===== src/rtl/reg_scan_arbiter_pkg.sv =====
// Shared definitions for the register-file scan arbiter: FSM encoding and index width.
package reg_scan_arbiter_pkg;

   localparam int REG_IDX_W = 5;

   typedef enum logic [1:0] {
      IDLE = 2'd0,
      READ = 2'd1,
      HOLD = 2'd2,
      DONE = 2'd3
   } scan_state_t;

endpackage


===== src/rtl/reg_scan_arbiter_scan_out_reg.sv =====
// Valid/ready holding register for the dump stream: loads one beat, holds it
// stable until the consumer accepts it.
module scan_out_reg #(
   parameter int IDX_W  = 5,
   parameter int DATA_W = 32
) (
   input  logic              clock,
   input  logic              reset,
   input  logic              load,
   input  logic [IDX_W-1:0]  load_index,
   input  logic [DATA_W-1:0] load_data,
   input  logic              ready,
   output logic              valid,
   output logic [IDX_W-1:0]  index,
   output logic [DATA_W-1:0] data
);

   // A beat transfers on any rising edge where valid and ready are both high;
   // index/data change only on load, so they stay stable while ready is low.
   always_ff @(posedge clock or posedge reset) begin
      if (reset) begin
         valid <= 1'b0;
         index <= '0;
         data  <= '0;
      end else if (load) begin
         valid <= 1'b1;
         index <= load_index;
         data  <= load_data;
      end else if (valid && ready) begin
         valid <= 1'b0;
      end
   end

endmodule


===== src/rtl/reg_scan_arbiter.sv =====
// Steals regfile read port A from the processor to dump every register onto a
// valid/ready stream, forcing the steal after STARVE_MAX denied cycles.
module reg_scan_arbiter
   import reg_scan_arbiter_pkg::*;
#(
   parameter int NUM_REGS   = 32,
   parameter int DATA_W     = 32,
   parameter int STARVE_MAX = 15
) (
   input  logic                 clock,
   input  logic                 reset,
   input  logic                 cpu_req,
   input  logic [REG_IDX_W-1:0] cpu_readRegA,
   output logic                 cpu_stall,
   output logic [REG_IDX_W-1:0] ctrl_readRegA,
   input  logic [DATA_W-1:0]    data_readRegA,
   input  logic                 scan_start,
   output logic                 scan_busy,
   output logic                 scan_done,
   output logic                 out_valid,
   input  logic                 out_ready,
   output logic [REG_IDX_W-1:0] out_reg,
   output logic [DATA_W-1:0]    out_data,
   output logic [1:0]           state_dbg
);

   localparam int STARVE_W = $clog2(STARVE_MAX + 1);
   localparam logic [REG_IDX_W-1:0] LAST_IDX   = REG_IDX_W'(NUM_REGS - 1);
   localparam logic [STARVE_W-1:0]  STARVE_LIM = STARVE_W'(STARVE_MAX);

   scan_state_t           state, state_next;
   logic [REG_IDX_W-1:0]  idx, idx_next;
   logic [STARVE_W-1:0]   starve, starve_next;
   logic                  grant;

   always_ff @(posedge clock or posedge reset) begin
      if (reset) begin
         state  <= IDLE;
         idx    <= '0;
         starve <= '0;
      end else begin
         state  <= state_next;
         idx    <= idx_next;
         starve <= starve_next;
      end
   end

   always_comb begin
      state_next    = state;
      idx_next      = idx;
      starve_next   = starve;
      grant         = 1'b0;
      cpu_stall     = 1'b0;
      ctrl_readRegA = cpu_readRegA;
      case (state)
         IDLE: begin
            if (scan_start) begin
               state_next = READ;
               idx_next   = '0;
            end
         end
         READ: begin
            // The scan takes the port when the processor is quiet, or by force once starved.
            grant = !cpu_req || (starve == STARVE_LIM);
            if (grant) begin
               cpu_stall     = cpu_req;
               ctrl_readRegA = idx;
               starve_next   = '0;
               state_next    = HOLD;
            end else if (starve != STARVE_LIM) begin
               starve_next = starve + 1'b1;
            end
         end
         HOLD: begin
            if (out_valid && out_ready) begin
               if (idx == LAST_IDX) begin
                  state_next = DONE;
               end else begin
                  idx_next   = idx + 1'b1;
                  state_next = READ;
               end
            end
         end
         DONE:    state_next = IDLE;
         default: state_next = IDLE;
      endcase
   end

   assign scan_busy = (state == READ) || (state == HOLD);
   assign scan_done = (state == DONE);
   assign state_dbg = state;

   scan_out_reg #(
      .IDX_W  (REG_IDX_W),
      .DATA_W (DATA_W)
   ) u_out (
      .clock      (clock),
      .reset      (reset),
      .load       (grant),
      .load_index (idx),
      .load_data  (data_readRegA),
      .ready      (out_ready),
      .valid      (out_valid),
      .index      (out_reg),
      .data       (out_data)
   );

endmodule


===== config.mk =====
export PLATFORM = sky130hd
export DESIGN_NAME = reg_scan_arbiter
export DESIGN_NICKNAME = d
export VERILOG_FILES = /design/src/rtl/reg_scan_arbiter_pkg.sv /design/src/rtl/reg_scan_arbiter_scan_out_reg.sv /design/src/rtl/reg_scan_arbiter.sv
export SDC_FILE = /design/constraint.sdc
export NUM_CORES = 1
export LEC_CHECK = 0
export ABC_AREA = 1
export BUFFER_PORTS_ARGS = -buffer_cell sky130_fd_sc_hd__buf_2
export CAP_MARGIN = 25
export CORE_ASPECT_RATIO = 0.75
export CORE_MARGIN = 4
export CORE_UTILIZATION = 41
export DETAILED_ROUTE_END_ITERATION = 8
export PLACE_DENSITY = 0.73
export SKIP_LAST_GASP = 1
export SLEW_MARGIN = 0
export SYNTH_ARGS = -nofsm -noshare
export SYNTH_HDL_FRONTEND = slang
export SYNTH_SLANG_ARGS = --single-unit

===== constraint.sdc =====
create_clock -name clock -period 1.6 [get_ports clock]
set_input_delay 0.16 -clock clock [delete_from_list [all_inputs] [get_ports clock]]
set_output_delay 0.16 -clock clock [all_outputs]
set_load 0.01 [all_outputs]

==> results by stage, run 1 <==
Layout:
- The number of fill cells in the layout is 508.
- The number of antenna diodes in the final layout is 0.
- The commonest non-fill, non-tap cell in the layout is nand2_1.
- After the flow finishes, the layout carries non-filler instances totaling 449.
- In the layout the commonest cells are nand2_1 (95), buf_2 (89), dfrtp_1 (48), nand3_1 (38), buf_4 (20).
- After the last flow step, the layout net total stands at 423.
- The fraction of layout cells with a size suffix above 1 is 0.417.
- The area added between synthesis and finish is 39.7%.

Floorplanning:
- The die boundary height is 73.2 um.
- The floorplan step defined a die boundary enclosing 6940 sq um.
- During I/O placement, the number of pins put on the boundary was 90.
- The die is 94.9 um wide.
- The row count is 23.
- The core region is between 5000 and 6000 sq um.
- The starting density of the core is 0.429.

Route:
- The routed layout has roughly 2100 vias.
- For this block, the routed nets add up to 5.72 mm of wire.
- The iteration count of the initial detailed-routing pass is 4.
- The wire length per cell is 12.7 um.
- The count of nets left with antenna violations once routing finished came out at 0.
- In this run, the number of DRC markers left after iteration 0 of detailed routing was 49.
- Using the TritonRoute via totals, the vias-per-cell ratio works out to 4.66.
- For this run, design rule violations remaining after detail routing come to 0.

Critical path:
- STA classifies the critical path endpoint as a primary output.
- The type of origin of the critical path is a flop.
- Along the worst path, the maximum fanout reaches 6.
- The endpoint required time on the critical path is 1.44 ns.
- Counting cells, the worst reg-to-reg path comes to 10.
- At the worst endpoint, the arrival time is 1.44 ns.
- The critical path class is flop to primary output.

Placed design:
- The cell count after placement is ~430.
- The half-perimeter wire length of the detailed placement result is 3.96 mm.
- The quantity of I/O buffers inserted on ports is just under 90.
- Timing analysis after detailed placement gives a worst setup slack of ~0.024 ns.
- Routability-driven placement finished with a final weighted congestion of ~0.78.

Timing:
- The tightest hold margin is 0.0728 ns.
- The final sum of negative setup slack is 0 ns.
- On the final layout, the worst clock skew is 0.00262 ns.
- The number of failing hold endpoints at the final stage is 0.
- The maximum operating frequency is 625 MHz.
- The total setup violations reported at the end of the flow is 0.
- The max-slew violation count is 0.
- The headroom to the max-slew limit is 0.663.
- Setup slack on the critical path of the routed design comes to about 0.00043 ns.
- The time the worst path needs with I/O delays and setup is 1.60 ns.
- Setup repair after global routing could not meet its margin everywhere.
- In the finished design, the share of the clock period the worst path needs comes to 1.00.
- For the pin with the worst max-slew slack, the measured transition is 0.505 ns.

Synthesis:
- The post-synthesis sequential area ratio is 0.528.
- The Yosys warning count is 0.
- The average cell area after synthesis is between 8 and 9 sq um.
- The primary flip-flop cell chosen by synthesis mapping is dfrtp_1.
- The count of flip-flops with a built-in enable after synthesis is 0.
- The number of unique standard cell types used by synthesis is 22.
- In the synthesized netlist, the number of instances is 262.
- The fraction of synthesis flops using an asynchronous set or reset pin is 1.00.
- The number of register bits inferred by synthesis is 49.
- The area of the mapped netlist is approximately 2300 sq um.
- When the netlist entered floorplanning its net count stood at about 310.

Min path:
- The class of the most critical hold timing path is input pin to flop.
- The number of stages on the worst hold path is 2.

Clocking:
- Counting along the longest clock path gives a buffer depth of 2.
- The CTS H-tree depth is 2.
- Buffers inserted during clock tree synthesis total 5.
- TritonCTS built the clock tree.
- The clock sink count is 49.
- In this run the clock root is driven by a clkbuf_8.
- After clock tree synthesis, the clock-pin slew on the worst setup and hold paths is roughly 0.08 ns.
- The latest clock arrival within the worst-skew pair is 0.29 ns.

Power:
- The cell-internal power is 0.00347 W.
- The design draws ~0.0057 W.
- Of the total power, the share spent switching nets is 0.390.
- The relative contribution of combinational cells to total power is 0.485.
- For this design the ratio of total power to cell area is between 1500 and 2000 nW/um^2.
- The share of total power dissipated in the clock network is 0.158.
- The largest vdd supply drop is approximately 0.76 mV.
- The switching power of the nets is approximately 0.0022 W.
- Of the total power, registers draw 0.357.
- The standby leakage power is roughly 1.8 nW.

Global route:
- After global routing the overflow that remains totals 0.
- The number of global-route vias before repair is between 1500 and 2000.
- The number of antenna violations at the first check in global routing is 0.
- The total routing resource utilization after global routing is 0.169.
- The wire length of the first global-routing pass is about 9 mm.
- The pin count of the biggest net entering global routing is 29.

Run:
- The number of maximum-capacitance constraint violations is 0.

Status:
- The flow ran to the end, and the final reports show no timing, DRC or antenna violations.
==> flip-flops by register name, indices dropped and copies added, names as in the netlist <==
register	count
u_out.data	32
idx	5
u_out.index	5
starve	4
state_dbg	2
u_out.valid	1
==> path summary, 6_finish.rpt <==
kind,from,to,slack (ns)
max,state_dbg[0],ctrl_readRegA[4],0.0004
min,out_ready,u_out.valid,0.07
max reg2reg,idx[0],idx[0],0.14
min reg2reg,u_out.data[7],u_out.data[7],0.47
max in group asynchronous,reset,u_out.data[25],0.65
min in group asynchronous,reset,u_out.data[1],0.44
==> per-stage QoR <==
step	util	cell area [sq um]
floorplan	-	2320
global placement	0.532	2880
detailed placement	0.532	2880
CTS	0.586	3170
global route	0.600	3240
finish	0.600	3240
==> Yosys cell counts, drive strengths merged (5+ instances only) <==
cell,number,area [sq um]
buf,13,100
inv,15,56.3
dfrtp,49,1230
nor2,5,18.8
nand2,108,438
nand3,40,210
o21ai,17,123
ha,8,100
==> area by class of cell <==
cell class / count / area, sq um / area share
timing repair buffer: 114 / 698 / 0.215
tap: 75 / 93.8 / 0.0289
multi-input combinational: 188 / 1050 / 0.324
clock inverter: 1 / 30.0 / 0.00926
sequential: 49 / 1230 / 0.378
inverter: 15 / 56.3 / 0.0174
clock buffer: 7 / 86.3 / 0.0266
==> layer usage <==
metal,vias to the layer above,share of wire,track usage,wire [um]
met5,-,0,0,0
met4,0,0.010,0.0480,57
met3,8,0.079,0.0464,450
met2,65,0.45,0.257,2560
met1,956,0.46,0.237,2650
li1,1063,-,-,-
==> logic make-up (layout without fill, tap and decap cells) <==
kind of cell / after synthesis / count (layout) / share of synthesized area
AND/OR/NAND/NOR: 157 / 160 / 0.298
flip-flops: 49 / 49 / 0.528
buffers and inverters: 28 / 137 / 0.0673
AO/OA/AOI/OAI: 19 / 19 / 0.0593
adder cells (fa/ha/maj): 8 / 8 / 0.0431
XOR/XNOR: 1 / 1 / 0.00377
==> power by group through the flow <==
stage	logic (W)	clock network [W]	registers, W
finish	0.00276	0.000902	0.00203
global route	0.00308	0.000987	0.00209
CTS	0.00263	0.000930	0.00201
detailed placement	0.00228	0	0.00201
global placement	0.00222	0	0.00202
floorplan	0.00121	0	0.00223
==> critical path: stages, from the launching register on <==
cell	delay (ns)
dfrtp_2	0.46
ha_4	0.20
buf_12	0.14
nand2_8	0.10
nand2_2	0.06
o21ai_2	0.05
buf_2	0.14
==> repair_timing <==
action,4_1_cts,5_1_grt
endpoints found under the setup margin,6,10
hold buffers,1,0
pin swaps,5,5
gates resized for setup,11,8
buffers inserted,7,4
hold endpoints to repair,21,0
gates cloned,3,1
No activity file was read; power rests on OpenSTA's default activity.
==> run 2: changes to the inputs <==
- ABC_AREA: 1 -> default
- GPL_TIMING_DRIVEN: default -> 0
- PLACE_DENSITY: 0.73 -> 0.72
==> results by stage, run 2 <==
Route:
- In the routed design, unresolved DRC markers number 0.
- The remaining antenna violation count after routing is 0.
- The iteration count of the initial detailed-routing pass is 4.
- The violation count after the first detailed-route iteration is 26.
- The detailed-route via count is 1685.
- The final routed wirelength across all metal layers is 4.94 mm.
- The detailed-route vias per instance is 4.68.
- The wire length per cell is 13.7 um.

Power:
- The completed layout was analyzed and its total power is 0.00600 W.
- The standby leakage power is between 1.5 and 2 nW.
- Dividing total power by cell area gives a power density of 1750 nW/um^2.
- The largest vdd supply drop is 0.857 mV.

Clocking:
- The later pin in the worst-skew pair is clocked with a latency of 0.29 ns.
- The cell chosen for the clock root is clkbuf_8.
- The maximum root-to-sink buffer count is 2.
- The total clock buffers created by CTS is 5.
- The clock sink count is 49.
- The CTS H-tree depth is 2.
- TritonCTS built the clock tree.
- The clock-pin slew reported for the worst setup and hold paths after clock tree synthesis is roughly 0.080 ns.

Critical path:
- STA classifies the critical path startpoint as a flop.
- The endpoint required time on the critical path is 1.44 ns.
- For the worst setup path, the data arrival time is ~1.8 ns.
- The longest individual stage delay on the worst path is 0.37 ns.
- The worst setup path is captured at a primary output.
- The critical path goes through ha_2 -> nand3_2 -> nand2_2 -> and2_4 -> buf_12 -> mux2_4 -> buf_6.
- Counting both buffers and inverters, the worst setup path holds a total of 2.
- Along the worst path, the maximum fanout reaches 6.
- The standard cell with the maximum stage delay on the critical path is dfrtp_1.
- The kind of cell adding the most delay to the critical path is flip-flops.
- The critical path class is flop to primary output.

Layout:
- The number of antenna diodes in the final layout is 0.
- The layout net count is 334.
- The library cell used most frequently in the layout, excluding fill and tap cells, is buf_2.
- The register with the most flip-flops in the layout has 32 of them.
- The fraction of layout cells with a size suffix above 1 is 0.674.
- Compared with the post-synthesis result, the final layout area differs by 44.7%.
- The largest registers in the layout are u_out.data (32), idx (5), u_out.index (5).
- With fillers left out, the area of the finished cells amounts to ~3400 sq um.
- In the layout the commonest cells are buf_2 (84), dfrtp_1 (46), mux2_4 (40), buf_4 (21), nand2_1 (10).
- For this run, the share of the core covered by cells in the final layout is 0.627.
- The register with the most flip-flops in the final layout is u_out.data.

Status:
- The checks that failed: setup timing.
- The flow ran to the end, but the final reports show violations.

Floorplanning:
- The starting density of the core is 0.433.
- The floorplan step defined a core boundary enclosing 5470 sq um.
- The die is 73.8 um tall.
- The count of boundary I/O pins is 90.
- From left edge to right edge, the die measures 95.8 um.
- The floorplan has 23 rows.
- The die area is 7070 sq um.

Synthesis:
- The count of flip-flops with a built-in enable after synthesis is 0.
- The share of synthesized area in the top cell type comes to 0.518.
- After synthesis, the share of flip-flops with an asynchronous set or reset is 1.00.
- The cell count after synthesis is 160.
- The leading area contributor after synthesis is dfrtp_1.
- By count the netlist is led by dfrtp_1 (49), mux2_4 (39), nand2_1 (11), ha_1 (8), o21ai_0 (7).
- Yosys attributes the largest share of cell area to dfrtp_1 (52%), mux2_4 (25%), buf_12 (4.2%), ha_1 (4.2%), mux2_2 (1.9%).
- A synthesized cell averages 14.8 sq um.
- The area of the mapped netlist is 2370 sq um.
- The Yosys warning count is 0.
- Synthesis instantiated 32 different standard cells from the library.
- The net count after synthesis is 210.
- The most frequently used cell type in the post-synthesis netlist is dfrtp_1.
- The primary flip-flop cell chosen by synthesis mapping is dfrtp_1.
- The number of register bits inferred by synthesis is 49.
- Of the synthesized area, sequential elements account for 0.518.

Timing:
- In the post-route analysis, the smallest setup slack over all paths is -0.313 ns.
- The headroom to the max-slew limit is 0.666.
- The time the worst path needs with I/O delays and setup is roughly 1.9 ns.
- The number of failing hold endpoints at the final stage is 0.
- Of the available clock period, the critical path in the final layout requires 1.20.
- At the pin with the least slew margin, the transition time is 0.500 ns.
- For this run, the top clock speed supported by timing is 523 MHz.
- The final sum of negative setup slack is -4.41 ns.
- The max-slew violation count is 0.
- The final setup skew is just under 0.006 ns.
- Setup violations remaining at the end of the flow were counted as 37.
- Setup repair after global routing could not meet its margin everywhere.

Global route:
- The pin count of the biggest net entering global routing is 28.
- For this run, the total global-route usage over all layers was measured as 0.136.
- The number of global-route vias before repair is between 1500 and 2000.
- The first global-routing pass estimated 7.45 mm of wire.
- The number of antenna violations at the first check in global routing is 0.
- The total overflow left after global routing is 0.

Placed design:
- Routability-driven placement finished with a final weighted congestion of 0.755.
- Summed over all nets, the half-perimeter wirelength after detailed placement is ~3.4 mm.
- The instance area at placement is 2950 sq um.
- In this run the tool buffered the top-level ports with 89 buffer cells.

Run:
- The number of maximum-capacitance constraint violations is 0.

Min path:
- The tightest min-delay check is of the input pin to flop type.
-- run 2: cell type report --
cell class,count,area (sq um)
clock buffer,7,96.3
clock inverter,1,5.00
multi-input combinational,99,1090
sequential,49,1230
inverter,6,25.0
buffer,4,80.1
tap,75,93.8
timing repair buffer,119,802
fill,430,2040
-- run 2: worst reg2reg max path: stages, from the launching register on --
cell and delay, ns:
dfrtp_2 0.43, ha_4 0.16, and3_4 0.18, ha_4 0.16, nand3b_1 0.19, or4_1 0.41
nand2_1 0.07, a22o_1 0.12
-- run 2: layer usage --
metal	vias up	track usage	share of wire
li1	817	-	-
met1	798	0.189	0.48
met2	61	0.210	0.44
met3	9	0.0368	0.078
met4	0	0.0379	0.0085
met5	-	0	0
-- run 2: per-stage QoR --
step                worst slack [ns]  hold slack [ns]  std cells
global placement              -0.464            0.391        324
floorplan                    -0.0929            0.308        160
global route                  -0.381           0.0723        360
CTS                           -0.327           0.0778        349
detailed placement            -0.231            0.223        325
finish                        -0.313           0.0889        360
-- run 2: timing repair --
| item | CTS | global route |
|---|---|---|
| pin swaps | 9 | 4 |
| hold buffers | 1 | 0 |
| endpoints found under the hold margin | 22 | 0 |
| setup buffers | 17 | 11 |
| cloned | 0 | 3 |
| resized for setup | 17 | 15 |
| setup endpoints to repair | 46 | 50 |
-- run 2: worst paths after layout --
kind,startpoint,to,slack (ns),cells after the start
worst min register to register,u_out.data[23],u_out.data[23],0.51,1
worst max register to register,idx[0],idx[3],-0.17,7
max in group asynchronous,reset,state_dbg[0],0.64,4
min in group asynchronous,reset,u_out.data[2],0.44,3
worst min-delay path,data_readRegA[25],u_out.data[25],0.09,2
worst max-delay path,starve[0],ctrl_readRegA[2],-0.31,7
-- run 2: logic make-up (layout without fill, tap and decap cells) --
group | count (synthesis) | count (layout) | synth area share
muxes | 44 | 44 | 0.270
DFF | 49 | 49 | 0.518
buffers and inverters | 12 | 137 | 0.0539
AOI/OAI and AO/OA | 19 | 19 | 0.0539
and+or+nand+nor | 28 | 28 | 0.0618
adders and majority gates | 8 | 8 | 0.0423
-- run 2: power by group --
part	switching, W	internal, W
registers	0.000356	0.00179
logic	0.00123	0.00185
clock network	0.000386	0.000391
total	0.00197	0.00403
